<file path="src/rtl/divfps_iter_if.sv">
// Start/busy/done handshake and operand/result bus of the iterative FP32 divider.
interface divfps_iter_if;
  logic        start_i;
  logic [31:0] rs1_i;
  logic [31:0] rs2_i;
  logic [2:0]  frm_i;
  logic        busy_o;
  logic        done_o;
  logic [31:0] c_o;
  logic [4:0]  fflags_o;

  modport master (
    output start_i, rs1_i, rs2_i, frm_i,
    input  busy_o, done_o, c_o, fflags_o
  );

  modport slave (
    input  start_i, rs1_i, rs2_i, frm_i,
    output busy_o, done_o, c_o, fflags_o
  );
endinterface

</file>
<file path="src/rtl/divfps_iter.sv">
// Iterative FP32 divider: one restoring-division quotient bit per cycle, IEEE rounding and
// FFLAGS {NV,DZ,OF,UF,NX}. Special operands finish in two cycles, normal ones in thirty.
module divfps_iter (
  input  logic   clk_i,
  input  logic   rst_i,
  divfps_iter_if.slave io
);
  // 24 significand bits + guard + round + one extra bit for quotients below 1.0
  localparam int unsigned Iter = 27;

  typedef enum logic [2:0] {StIdle, StCheck, StDiv, StRound, StDone} state_e;
  state_e state_q, state_d;

  logic [31:0]       a_q, a_d, b_q, b_d, c_q, c_d;
  logic [2:0]        frm_q, frm_d;
  logic              sign_q, sign_d;
  logic signed [9:0] exp_q, exp_d;
  logic [25:0]       rem_q, rem_d;
  logic [23:0]       div_q, div_d;
  logic [26:0]       quo_q, quo_d;
  logic [4:0]        cnt_q, cnt_d, flags_q, flags_d;

  function automatic logic [4:0] lzc24(input logic [23:0] v);
    lzc24 = 5'd24;
    for (int i = 0; i < 24; i++) if (v[i]) lzc24 = 5'(23 - i);
  endfunction

  // Operand classification, valid while in CHECK
  logic sgn, frm_bad, nan_a, nan_b, snan_a, snan_b, inf_a, inf_b, zero_a, zero_b;
  assign sgn     = a_q[31] ^ b_q[31];
  assign frm_bad = frm_q > 3'd4;
  assign nan_a   = (&a_q[30:23]) & (|a_q[22:0]);
  assign nan_b   = (&b_q[30:23]) & (|b_q[22:0]);
  assign snan_a  = nan_a & ~a_q[22];
  assign snan_b  = nan_b & ~b_q[22];
  assign inf_a   = (&a_q[30:23]) & ~(|a_q[22:0]);
  assign inf_b   = (&b_q[30:23]) & ~(|b_q[22:0]);
  assign zero_a  = ~(|a_q[30:0]);
  assign zero_b  = ~(|b_q[30:0]);

  logic        is_special;
  logic [31:0] spec_c;
  logic [4:0]  spec_flags;

  // Special-operand results, resolved entirely in CHECK
  always_comb begin
    is_special = 1'b1;
    spec_c     = '0;
    spec_flags = '0;
    if (frm_bad | nan_a | nan_b | (zero_a & zero_b) | (inf_a & inf_b)) begin
      spec_c     = 32'h7FC0_0000;
      spec_flags = {frm_bad | snan_a | snan_b | (zero_a & zero_b) | (inf_a & inf_b), 4'b0};
    end else if (inf_a) begin
      spec_c = {sgn, 8'hFF, 23'd0};
    end else if (inf_b) begin
      spec_c = {sgn, 31'd0};
    end else if (zero_b) begin
      spec_c     = {sgn, 8'hFF, 23'd0};
      spec_flags = 5'b01000;
    end else if (zero_a) begin
      spec_c = {sgn, 31'd0};
    end else begin
      is_special = 1'b0;
    end
  end

  // Subnormals are normalised up front so the divider always sees 1.xxx significands
  logic [23:0]       ma_raw, mb_raw, ma_n, mb_n;
  logic [4:0]        lz_a, lz_b;
  logic signed [9:0] ea_n, eb_n;
  assign ma_raw = {|a_q[30:23], a_q[22:0]};
  assign mb_raw = {|b_q[30:23], b_q[22:0]};
  assign lz_a   = lzc24(ma_raw);
  assign lz_b   = lzc24(mb_raw);
  assign ma_n   = ma_raw << lz_a;
  assign mb_n   = mb_raw << lz_b;
  assign ea_n   = (a_q[30:23] == 8'd0) ? (10'sd1 - $signed({5'd0, lz_a}))
                                       : $signed({2'd0, a_q[30:23]});
  assign eb_n   = (b_q[30:23] == 8'd0) ? (10'sd1 - $signed({5'd0, lz_b}))
                                       : $signed({2'd0, b_q[30:23]});

  // Restoring step; bit 26 of the trial is the borrow
  logic [26:0] trial;
  logic [25:0] rem_nxt;
  assign trial   = {1'b0, rem_q} - {3'b0, div_q};
  assign rem_nxt = trial[26] ? rem_q : trial[25:0];

  logic [26:0]       q_norm, q_sh;
  logic signed [9:0] e_norm, sh_full;
  logic [4:0]        sh;
  logic [7:0]        exp_f;
  logic [30:0]       sum;
  logic              tiny, lost, rb, st, inexact, inc, ovf, to_inf;
  logic [31:0]       rnd_c;
  logic [4:0]        rnd_flags;

  // Normalise, denormalise if tiny, then round and pack with overflow handling
  always_comb begin
    q_norm  = quo_q[26] ? quo_q : {quo_q[25:0], 1'b0};
    e_norm  = quo_q[26] ? exp_q : exp_q - 10'sd1;
    tiny    = (e_norm <= 10'sd0);
    sh_full = 10'sd1 - e_norm;
    sh      = '0;
    if (tiny) sh = (sh_full > 10'sd27) ? 5'd27 : sh_full[4:0];
    q_sh    = q_norm >> sh;
    lost    = |(q_norm & ~({27{1'b1}} << sh));
    // After a denormalising shift the hidden bit is 0, so it doubles as the exponent field
    exp_f   = tiny ? {7'd0, q_sh[26]} : e_norm[7:0];
    rb      = q_sh[2];
    st      = (|q_sh[1:0]) | (|rem_q) | lost;
    inexact = rb | st;
    case (frm_q)
      3'd0:    inc = rb & (st | q_sh[3]);
      3'd2:    inc = sign_q & inexact;
      3'd3:    inc = ~sign_q & inexact;
      3'd4:    inc = rb;
      default: inc = 1'b0;
    endcase
    // Mantissa carry ripples into the exponent field, including subnormal -> min-normal
    sum    = {exp_f, q_sh[25:3]} + {30'd0, inc};
    ovf    = (e_norm >= 10'sd255) | (sum[30:23] == 8'hFF);
    to_inf = (frm_q == 3'd0) | (frm_q == 3'd4) | ((frm_q == 3'd3) & ~sign_q)
           | ((frm_q == 3'd2) & sign_q);
    if (ovf) begin
      rnd_c     = to_inf ? {sign_q, 8'hFF, 23'd0} : {sign_q, 8'hFE, 23'h7F_FFFF};
      rnd_flags = 5'b00101;
    end else begin
      rnd_c     = {sign_q, sum};
      rnd_flags = {3'b000, tiny & inexact, inexact};
    end
  end

  // State register
  always_ff @(posedge clk_i) begin
    if (rst_i) state_q <= StIdle;
    else       state_q <= state_d;
  end

  // Next-state logic
  always_comb begin
    state_d = state_q;
    unique case (state_q)
      StIdle:  if (io.start_i) state_d = StCheck;
      StCheck: state_d = is_special ? StDone : StDiv;
      StDiv:   if (cnt_q == 5'(Iter - 1)) state_d = StRound;
      StRound: state_d = StDone;
      StDone:  state_d = StIdle;
      default: state_d = StIdle;
    endcase
  end

  // Handshake and result outputs
  always_comb begin
    io.busy_o   = (state_q != StIdle);
    io.done_o   = (state_q == StDone);
    io.c_o      = c_q;
    io.fflags_o = flags_q;
  end

  // Datapath next-state: capture, setup, iterate, round
  always_comb begin
    a_d = a_q; b_d = b_q; frm_d = frm_q; sign_d = sign_q; exp_d = exp_q;
    rem_d = rem_q; div_d = div_q; quo_d = quo_q; cnt_d = cnt_q;
    c_d = c_q; flags_d = flags_q;
    unique case (state_q)
      StIdle: begin
        if (io.start_i) begin
          a_d   = io.rs1_i;
          b_d   = io.rs2_i;
          frm_d = io.frm_i;
        end
      end
      StCheck: begin
        sign_d = sgn;
        if (is_special) begin
          c_d     = spec_c;
          flags_d = spec_flags;
        end else begin
          exp_d = ea_n - eb_n + 10'sd127;
          rem_d = {2'b00, ma_n};
          div_d = mb_n;
          quo_d = '0;
          cnt_d = '0;
        end
      end
      StDiv: begin
        quo_d = {quo_q[25:0], ~trial[26]};
        rem_d = rem_nxt << 1;
        cnt_d = cnt_q + 5'd1;
      end
      StRound: begin
        c_d     = rnd_c;
        flags_d = rnd_flags;
      end
      default: ;
    endcase
  end

  // Datapath registers
  always_ff @(posedge clk_i) begin
    if (rst_i) begin
      a_q <= '0; b_q <= '0; frm_q <= '0; sign_q <= 1'b0; exp_q <= '0;
      rem_q <= '0; div_q <= '0; quo_q <= '0; cnt_q <= '0;
      c_q <= '0; flags_q <= '0;
    end else begin
      a_q <= a_d; b_q <= b_d; frm_q <= frm_d; sign_q <= sign_d; exp_q <= exp_d;
      rem_q <= rem_d; div_q <= div_d; quo_q <= quo_d; cnt_q <= cnt_d;
      c_q <= c_d; flags_q <= flags_d;
    end
  end
endmodule
</file>
<file path="src/flat_wrapper.sv">
// flat-port wrapper written by rule: the top's interface ports become plain ports
module divfps_iter_flat 
  (clk_i, rst_i, io_start_i, io_rs1_i, io_rs2_i, io_frm_i, io_busy_o, io_done_o, io_c_o, io_fflags_o);
  divfps_iter_if io_i ();
  input  logic clk_i;
  input  logic rst_i;
  input wire logic [$bits(io_i.start_i)-1:0] io_start_i;
  input wire logic [$bits(io_i.rs1_i)-1:0] io_rs1_i;
  input wire logic [$bits(io_i.rs2_i)-1:0] io_rs2_i;
  input wire logic [$bits(io_i.frm_i)-1:0] io_frm_i;
  output wire logic [$bits(io_i.busy_o)-1:0] io_busy_o;
  output wire logic [$bits(io_i.done_o)-1:0] io_done_o;
  output wire logic [$bits(io_i.c_o)-1:0] io_c_o;
  output wire logic [$bits(io_i.fflags_o)-1:0] io_fflags_o;
  assign io_i.start_i = io_start_i;
  assign io_i.rs1_i = io_rs1_i;
  assign io_i.rs2_i = io_rs2_i;
  assign io_i.frm_i = io_frm_i;
  assign io_busy_o = io_i.busy_o;
  assign io_done_o = io_i.done_o;
  assign io_c_o = io_i.c_o;
  assign io_fflags_o = io_i.fflags_o;
  divfps_iter u_core (.clk_i(clk_i), .rst_i(rst_i), .io(io_i));
endmodule
</file>
<file path="config.mk">
export PLATFORM = sky130hd
export DESIGN_NAME = divfps_iter_flat
export DESIGN_NICKNAME = d
export VERILOG_FILES = /design/src/rtl/divfps_iter_if.sv /design/src/rtl/divfps_iter.sv /design/src/flat_wrapper.sv
export SDC_FILE = /design/constraint.sdc
export NUM_CORES = 1
export LEC_CHECK = 0
export BUFFER_PORTS_ARGS = -buffer_cell sky130_fd_sc_hd__buf_4
export CAP_MARGIN = 20
export CORE_MARGIN = 8
export CORE_UTILIZATION = 55
export CTS_CLUSTER_SIZE = 30
export DETAILED_ROUTE_END_ITERATION = 7
export PLACE_DENSITY = 0.87
export SLEW_MARGIN = 5
export SYNTH_ARGS = -nofsm -noshare
export SYNTH_HDL_FRONTEND = slang
export SYNTH_SLANG_ARGS = --single-unit
export TNS_END_PERCENT = 50
</file>
<file path="constraint.sdc">
create_clock -name clk_i -period 7.4 [get_ports clk_i]
set_input_delay 0.74 -clock clk_i [delete_from_list [all_inputs] [get_ports clk_i]]
set_output_delay 0.74 -clock clk_i [all_outputs]
set_load 0.05 [all_outputs]
</file>
==> results_dict.tcl, run 1 <==
set metrics [dict create \
    period_needed_ns 7.02 \
    period_share_pct 94.9 \
    overflow 0 \
    p_leak_nw 7.14 \
    maxSlewHeadroom_pct 29.6 \
    syn_area_per_cell_um2 7.41 \
    cp.required_ns 7.73 \
    antenna_found_initial 0 \
    dr.pass1.iters 6 \
    cts_buffer_depth 2 \
    crit_path_end "u_core.io.c_o[0]" \
    synth_nets 2272 \
    cp_num_buf_inv 5 \
    numCtsBuffers 17 \
    coreArea_um2 28600 \
    ant_nets 0 \
    worstHoldPathType "flip-flop to flip-flop" \
    endpoint_kind "flip-flop" \
    critPathTopFamily "compound AO/OA/AOI/OAI gates" \
    worstSkewPairLatency_ns 0.46 \
    ys_ff_latch 200 \
    hold_violations 0 \
    tightest_slew_ns 1.05 \
    fp.dieArea_um2 34700 \
    peakVddDrop_uv 296 \
    hold_buffers 0 \
    slowest_delay_ns 0.50 \
    worstSetupPathType "flip-flop to flip-flop" \
    maxSlewViolCount 0 \
    drt_iter0_markers 1641 \
    reg2reg_from "u_core.exp_q[0]" \
    met2_length_um 25300 \
    drive_gt1_share_pct 14.8 \
    wl_met3_um 3320 \
    num_vias 16979 \
    grt_pass1_wl_um 84200 \
    io_buffers 108 \
    drc 0 \
    post-synth-top-count-cell "nand2_1" \
    yosysUniqueCellTypes 88 \
    tritoncts "yes" \
    start_util_pct 55.6 \
    critPathMaxFanout 21 \
    die_w_um 186 \
    yosysSeqAreaShare_pct 25.1 \
    layout.nets 2333 \
    grt_use_total_pct 30.0 \
    startpoint_type "flip-flop" \
    wl_met1_um 21100 \
    syn_inst 2150 \
    area_delta_synth_final_pct 13.3 \
    fin_skew_ns 0.0155 \
    synth_area_um2 15900 \
    cp.depth 31 \
    fillers 2518 \
    grt_pass1_vias 15951 \
    setup_viol 0 \
    place.gp.congestion 1.05 \
    power.total_mw 8.34 \
    synth_edf_count 0 \
    outcome "completed" \
    cts.sinks 200 \
    ys_top_cells_by_count "nand2_1 (341), a21oi_1 (225), dfxtp_1 (200)" \
    critPathSlowestCell "or4b_4" \
    powerDensity_nw_per_um2 462 \
    reg2reg_depth 31 \
    fp.dieH_um 186 \
    cts-root-buf "clkbuf_16" \
    critPathLaunch "u_core.exp_q[0]" \
    num_rows 62 \
    synth_top_area_cell "dfxtp_1" \
    arrival_ns 7.36 \
    htreeDepth 4 \
    async_flop_share_pct 0 \
    fin_util_pct 63.1 \
    synthFlopType "dfxtp_1" \
    grt_max_degree 101 \
    wire_per_inst_um 20.2 \
    topRoutingLayerUsed "met4" \
    hpwl_um 39300 \
    ff2ff_setup_slack_ns 0.38 \
    yosys_warnings 0 \
    viasPerCell 6.52 \
    drv_cap 0 \
    max_freq_mhz 142 \
    synthTopCellsByArea "dfxtp_1 (25%), nand2_1 (8.0%), a21oi_1 (7.1%)" \
    pin_count 109 \
    timing.rr.end "u_core.io.c_o[0]" \
    drt_wl_total_um 52700 \
    clkTransAtPathRegs_ns 0.07 \
    n_antenna_cell 0 \
    synth_top_area_share_pct 25.1 \
]
-- how the worst min path moves through the flow --
stage	cells past startpoint	start	endpoint	slack, ns
2_1_floorplan	2	u_core.div_q[20]	u_core.div_q[20]	0.43
3_3_place_gp	2	u_core.div_q[12]	u_core.div_q[12]	0.44
3_5_place_dp	2	u_core.div_q[14]	u_core.div_q[14]	0.45
4_1_cts	2	u_core.div_q[8]	u_core.div_q[8]	0.46
5_1_grt	2	u_core.div_q[14]	u_core.div_q[14]	0.47
6_report	2	u_core.div_q[13]	u_core.div_q[13]	0.46
-- per-stage QoR --
step | setup TNS [ns] | setup slack [ns] | hold slack, ns | instance area [um^2] | cells
6_report | 0 | 0.376 | 0.455 | 18100 | 2605
4_1_cts | 0 | 0.166 | 0.457 | 17900 | 2598
3_3_place_gp | 0 | 0.590 | 0.440 | 17200 | 2568
3_5_place_dp | 0 | 0.348 | 0.448 | 17200 | 2569
5_1_grt | -0.0370 | -0.0209 | 0.471 | 18100 | 2605
2_1_floorplan | 0 | 0.0267 | 0.432 | 15900 | 2150
-- logic make-up (layout without fill, tap and decap cells) --
logic type | count (synthesis) | after routing | synth area share, %
compound gates | 624 | 624 | 25.7
xor+xnor | 61 | 61 | 3.35
fa+ha+maj | 54 | 54 | 4.30
buf+inv | 212 | 283 | 5.36
flops | 200 | 200 | 25.1
mux | 161 | 161 | 11.9
simple gates | 838 | 838 | 24.2
-- worst reg2reg max path, delay by kind of cell (launching register included) --
| family | cells | cell delay (ns) |
|---|---|---|
| AOI/OAI and AO/OA | 14 | 3.20 |
| DFF | 1 | 0.38 |
| buffers and inverters | 5 | 0.65 |
| adders and majority gates | 2 | 0.41 |
| muxes | 1 | 0.39 |
| and+or+nand+nor | 9 | 1.85 |
-- registers in the layout, summed over array words and instances (netlist names), 10 cells and up --
signal and flops:
u_core.rem_q 26, u_core.exp_q 10, u_core.io.c_o 32, u_core.a_q 32, u_core.b_q 32, u_core.div_q 24, u_core.quo_q 27
-- per-layer routing --
layer / vias up / global-route usage [%]
met2: 742 / 50.7
li1: 8020 / -
met4: 0 / 17.6
met3: 177 / 4.66
met5: - / 0
met1: 8040 / 35.6
-- report_power, final --
part | internal, mW | switching (mW) | total, mW
clock | 0.604 | 0.424 | 1.03
combinational | 2.23 | 3.81 | 6.05
sequential | 1.16 | 0.107 | 1.26
-- layout by cell type (no fill, tap or decap), types with 14 or more instances in the layout --
| cell type | synthesis | routed |
|---|---|---|
| a211oi_1 | 36 | 35 |
| a21o_1 | 17 | 17 |
| a21oi_1 | 225 | 225 |
| a221o_1 | 22 | 22 |
| a22oi_1 | 27 | 27 |
| a31oi_1 | 23 | 23 |
| and2_1 | 15 | 14 |
| buf_4 | 2 | 182 |
| clkbuf_16 | 0 | 17 |
| dfxtp_1 | 200 | 199 |
| ha_1 | 50 | 49 |
| inv_1 | 63 | 62 |
| mux2_2 | 33 | 33 |
| mux2i_1 | 109 | 109 |
| mux4_2 | 19 | 19 |
| nand2_1 | 341 | 338 |
| nand2b_1 | 17 | 17 |
| nand3_1 | 97 | 97 |
| nand4_1 | 25 | 25 |
| nor2_1 | 170 | 169 |
| nor3_1 | 60 | 58 |
| nor4_1 | 35 | 35 |
| o211ai_1 | 27 | 27 |
| o21ai_0 | 87 | 85 |
| xnor2_1 | 39 | 37 |
| xor2_1 | 22 | 22 |
-- repair_timing --
| action | 4_1_cts | 5_1_grt |
|---|---|---|
| resized for setup | 0 | 23 |
| buffers inserted | 0 | 3 |
| hold endpoints to repair | 0 | 0 |
| setup endpoints to repair | 0 | 30 |
-- layout make-up --
cell class	count	area, um^2	share of cell area [%]
timing repair buffer	189	1480	8.21
multi-input combinational	1738	11200	62.1
sequential	200	4010	22.2
inverter	65	244	1.35
clock buffer	21	450	2.49
tap	384	480	2.66
clock inverter	8	173	0.956
Power figures use the tool's default switching activity.
==> run 2, diff against run 1 <==
Settings changed: CORE_UTILIZATION 55 to 56, PLACE_DENSITY 0.87 to 0.89, REMOVE_ABC_BUFFERS set to 1.
==> run 2 against run 1 <==
  * Non-clock buffer count increased by 43
  * Clock skew decreased by 0.00078 ns
  * Critical path depth increased by 2
  * Wire length increased by 3.6%
  * Count of clock-buffer cells in the layout decreased by 3
  * Largest power group unchanged
==> results_dict.tcl, run 2 (synthesized netlist as in run 1, its figures left out) <==
set metrics [dict create \
    outcome "completed" \
    fin_skew_ns 0.0147 \
    critPathMaxFanout 22 \
    power.switching_mw 4.48 \
    drc 0 \
    timing.rr.end "u_core.io.c_o[22]" \
    wire_per_inst_um 20.6 \
    holdPathStages 2 \
    fp.dieArea_um2 34100 \
    cp.required_ns 7.79 \
    io_buffers 108 \
    viasPerCell 6.51 \
    grt_pass1_vias 16248 \
    drt_iter0_markers 1965 \
    htreeDepth 4 \
    reg2reg_depth 33 \
    reg2reg_from "u_core.exp_q[1]" \
    worstSkewPairLatency_ns 0.46 \
    pin_count 109 \
    ant_nets 0 \
    max_freq_mhz 143 \
    hold_buffers 0 \
    powerDensity_nw_per_um2 470 \
    n_antenna_cell 0 \
    hold_end "u_core.div_q[9]" \
    fp.dieH_um 185 \
    place.gp.congestion 1.01 \
    coreArea_um2 27900 \
    critPathSlowestCell "or4b_4" \
    clkTransAtPathRegs_ns 0.08 \
    arrival_ns 7.39 \
    setup_viol 0 \
    slowest_delay_ns 0.49 \
    power.internal_mw 4.11 \
    ctsResizeCount 0 \
    seq_power_share_pct 14.7 \
    combPwrFrac_pct 73.8 \
    num_rows 61 \
    dpl-instance-area_um2 17600 \
    period_share_pct 94.6 \
    antenna_found_initial 0 \
    cts.sinks 200 \
    overflow 0 \
    area_delta_synth_final_pct 14.8 \
    rsz0062_at_grt "no" \
    final_common_cell "nand2_1" \
    p_sw_share_pct 52.2 \
    period_needed_ns 7.00 \
    num_vias 17207 \
    cp_common_cell "buf_4" \
    maxSlewViolCount 0 \
    worstHoldPathType "flip-flop to flip-flop" \
    drv_cap 0 \
    final_cell_mix "nand2_1 (339), buf_4 (228), a21oi_1 (225)" \
    peakVddDrop_uv 357 \
    grt_max_degree 108 \
    post_cts_buffers 0 \
    grt_pass1_wl_um 86500 \
    tightest_slew_ns 1.12 \
    startpoint_type "flip-flop" \
    maxSlewHeadroom_pct 25.2 \
    grt_use_total_pct 31.4 \
    tritoncts "yes" \
    dr.pass1.iters 6 \
    die_w_um 185 \
    endpoint_kind "flip-flop" \
    numCtsBuffers 17 \
    setup_tns_ns 0 \
    hpwl_um 41500 \
    start_util_pct 57.0 \
    clkPwrFrac_pct 11.5 \
    layout.nets 2376 \
    worstSetupPathType "flip-flop to flip-flop" \
    cts_buffer_depth 2 \
    p_leak_nw 7.32 \
    hold_violations 0 \
    min-delay-start "u_core.div_q[9]" \
    power.total_mw 8.59 \
    drive_gt1_share_pct 16.2 \
    ff2ff_setup_slack_ns 0.40 \
    cts-root-buf "clkbuf_16" \
    final_cell_area_um2 18300 \
    drt_wl_total_um 54500 \
]
run 2: cell types whose count changed in the layout (fill, tap and decap cells not counted), moves of 3 or more:
| cell | before | now |
|---|---|---|
| buf_4 | 182 | 228 |
| bufinv_16 | 5 | 1 |
| buf_12 | 5 | 2 |
| clkbuf_1 | 3 | 0 |
| clkinv_8 | 0 | 3 |
| inv_8 | 0 | 3 |
run 2: area by class of cell:
cell class	count	area (um^2)
fillers	2389	9650
multi-input cells	1738	11200
inverters	65	244
flip-flops and latches	200	4010
clock inverters	14	176
clock buffers	18	439
well taps	378	473
repair buffers	232	1780
run 2: stage by stage:
step | std cells | hold WS, ns | utilization, % | worst slack (ns)
final | 2645 | 0.456 | 65.4 | 0.397
after global routing | 2645 | 0.480 | 65.4 | 0.0283
after CTS | 2643 | 0.457 | 65.2 | 0.313
after detailed placement | 2611 | 0.447 | 62.9 | 0.344
after global placement | 2609 | 0.441 | 62.9 | 0.405
after floorplan | 2003 | 0.426 | - | -1.43
run 2: power groups by stage:
stage               Clock (mW)  Sequential, mW  Combinational (mW)
floorplan                    0            1.28                3.74
global placement             0            1.28                6.07
detailed placement           0            1.28                6.07
CTS                      0.990            1.26                6.11
global route              1.04            1.27                6.76
finish                   0.990            1.26                6.34
run 2: worst max-delay path by stage:
stage	from	endpoint	slack [ns]	cells after the start
after global routing	u_core.exp_q[1]	u_core.io.c_o[22]	0.03	36
after CTS	u_core.exp_q[1]	u_core.io.c_o[15]	0.31	28
final	u_core.exp_q[1]	u_core.io.c_o[22]	0.40	33
after detailed placement	u_core.exp_q[1]	u_core.io.c_o[15]	0.34	32
after floorplan	u_core.quo_q[26]	u_core.io.c_o[0]	-1.43	27
after global placement	u_core.exp_q[1]	u_core.io.c_o[17]	0.41	28
run 2: metal layers:
| layer | global-route usage, % | part of all wire [%] | up-vias |
|---|---|---|---|
| met5 | 0 | 0 | - |
| met4 | 15.2 | 5.0 | 0 |
| met3 | 4.71 | 6.3 | 180 |
| met2 | 53.8 | 48 | 837 |
| met1 | 38.0 | 41 | 8075 |
| li1 | - | - | 8115 |
run 2: critical path: cells and delay by family (launching register included):
family | cells | cell delay, ns
buffers and inverters | 8 | 1.23
AND/OR/NAND/NOR | 9 | 2.30
multiplexers | 2 | 0.33
flip-flops | 1 | 0.36
AO/OA/AOI/OAI | 12 | 2.34
adder cells (fa/ha/maj) | 2 | 0.38
==> run 3, diff against run 2 <==
Settings changed: CELL_PAD_IN_SITES_DETAIL_PLACEMENT set to 0, CELL_PAD_IN_SITES_GLOBAL_PLACEMENT set to 1, CORE_UTILIZATION 56 to 41, PLACE_DENSITY 0.89 to 0.88.
==> run 3 against run 2 <==
  * Sequential share of layout area is 0.073 points lower
  * Final area is 0.30% higher
  * Non-clock buffer count is 20 lower
  * Hold slack better by 0.0060 ns
  * Clock power is 1% lower
  * Register-to-register slack better by 0.15 ns
  * Maximum frequency is 2.1% higher
  * Clock skew is 0.0017 ns higher
  * Flip-flop and latch count stayed put
  * Wire length is 1.0% lower
  * Largest cell class unchanged
  * Highest routed layer unchanged
==> results_dict.tcl, run 3 (synthesized netlist as in run 1, its figures left out) <==
set metrics [dict create \
    fin_util_pct 47.7 \
    min-delay-start "u_core.div_q[9]" \
    seq_power_share_pct 15.0 \
    drc 0 \
    setup_tns_ns 0 \
    reg2reg_from "u_core.exp_q[1]" \
    tightest_slew_ns 0.938 \
    grt_pass1_wl_um 85800 \
    num_vias 16518 \
    p_leak_nw 7.23 \
    drive_gt1_share_pct 15.6 \
    hpwl_um 41400 \
    cts_buffer_depth 2 \
    die_w_um 213 \
    cts.sinks 200 \
    maxSlewViolCount 0 \
    seq_area_um2 4010 \
    grt_pass1_vias 15551 \
    power.switching_mw 4.39 \
    drt_wl_total_um 54000 \
    worstSkewPairLatency_ns 0.47 \
    power.total_mw 8.36 \
    arrival_ns 7.18 \
    n_antenna_cell 0 \
    overflow 0 \
    io_buffers 108 \
    rsz0062_at_grt "no" \
    max_freq_mhz 146 \
    drt_iter0_markers 1379 \
    wire_per_inst_um 19.5 \
    place.gp.congestion 0.992 \
    endpoint_kind "flip-flop" \
    final_common_cell "nand2_1" \
    cts-root-buf "clkbuf_16" \
    reg2reg_depth 32 \
    numCtsBuffers 17 \
    grt_max_degree 90 \
    crit_path_end "u_core.io.c_o[23]" \
    startpoint_type "flip-flop" \
    tritoncts "yes" \
    maxSlewHeadroom_pct 35.7 \
    final_cell_mix "nand2_1 (339), a21oi_1 (225), buf_4 (208)" \
    grt_use_total_pct 23.4 \
    num_rows 72 \
    instances_no_fill 2765 \
    pin_count 109 \
    fillers 3890 \
    fp.dieH_um 213 \
    peakVddDrop_uv 319 \
    drv_cap 0 \
    p_sw_share_pct 52.5 \
    layout.nets 2356 \
    outcome "completed" \
    hold_violations 0 \
    dpl-instance-area_um2 17600 \
    cp_common_cell "buf_4" \
    critPathMaxFanout 10 \
    worstHoldPathType "flip-flop to flip-flop" \
    critPathLaunch "u_core.exp_q[1]" \
    period_needed_ns 6.86 \
    fp.dieArea_um2 45400 \
    setup_viol 0 \
    fin_skew_ns 0.0165 \
    cp.required_ns 7.72 \
    htreeDepth 4 \
    area_delta_synth_final_pct 15.1 \
    multi_input_area_um2 11200 \
    power.internal_mw 3.97 \
    critPathSlowestCell "a221oi_1" \
    antenna_found_initial 0 \
    clkTransAtPathRegs_ns 0.08 \
    dpl.cell_count 2731 \
    coreArea_um2 38500 \
    final_cell_area_um2 18300 \
    viasPerCell 5.97 \
    period_share_pct 92.6 \
    worstSetupPathType "flip-flop to flip-flop" \
    start_util_pct 41.4 \
    dr.pass1.iters 5 \
    slowest_delay_ns 0.48 \
    ff2ff_setup_slack_ns 0.54 \
    timing.rr.end "u_core.io.c_o[23]" \
    powerDensity_nw_per_um2 456 \
    ant_nets 0 \
    clkPwrFrac_pct 11.7 \
    combPwrFrac_pct 73.3 \
]
## run 3: cell types whose count changed in the layout (fill, tap and decap cells not counted), moves of 2 or more
cell,previous run,this run
nor4_1,35,33
clkinv_8,3,5
buf_4,228,208
nor4_2,0,2
inv_8,3,5
clkinv_4,2,0
## run 3: worst min path at each step
stage	endpoint	cells past startpoint
after floorplan	u_core.div_q[12]	2
after global placement	u_core.div_q[12]	2
after detailed placement	u_core.div_q[9]	2
after CTS	u_core.div_q[9]	2
after global routing	u_core.div_q[9]	2
final	u_core.div_q[9]	2
## run 3: power by group through the flow
stage / logic [mW] / clock network [mW] / registers [mW]
2_1_floorplan: 3.74 / 0 / 1.28
3_3_place_gp: 5.96 / 0 / 1.28
3_5_place_dp: 5.95 / 0 / 1.28
4_1_cts: 5.98 / 0.995 / 1.26
5_1_grt: 6.59 / 1.04 / 1.27
6_report: 6.13 / 0.976 / 1.26
## run 3: what timing repair did
item,CTS,global route
endpoints found under the setup margin,0,30
hold buffers,0,0
resized for setup,0,14
buffers inserted,0,0
## run 3: through the flow
stage	setup WS, ns	hold slack [ns]
6_report	0.544	0.462
5_1_grt	0.00189	0.493
4_1_cts	0.357	0.458
3_3_place_gp	0.509	0.439
3_5_place_dp	0.405	0.448
2_1_floorplan	-1.43	0.426
## run 3: critical path: cells and delay by family (launching register included)
family                     cells  cell delay [ns]
AOI/OAI and AO/OA             11             2.62
xor gates and xnor gates       1             0.30
adders and majority gates      3             0.67
buffers and inverters          7             1.04
DFF                            1             0.37
and+or+nand+nor               10             1.70
## run 3: cell type report
cell class	instances	area share, %
clock buffers	18	2.40
clock inverters	14	0.928
inverters	65	1.33
multi-input cells	1738	61.0
flip-flops and latches	200	21.8
well taps	518	3.53
repair buffers	212	8.99
## run 3: metal layers
metal	up-vias	routed length, um	GRT usage, %
li1	8056	-	-
met1	7823	23800	30.3
met2	542	25100	38.2
met3	97	2990	4.01
met4	0	2050	9.73
met5	-	0	0
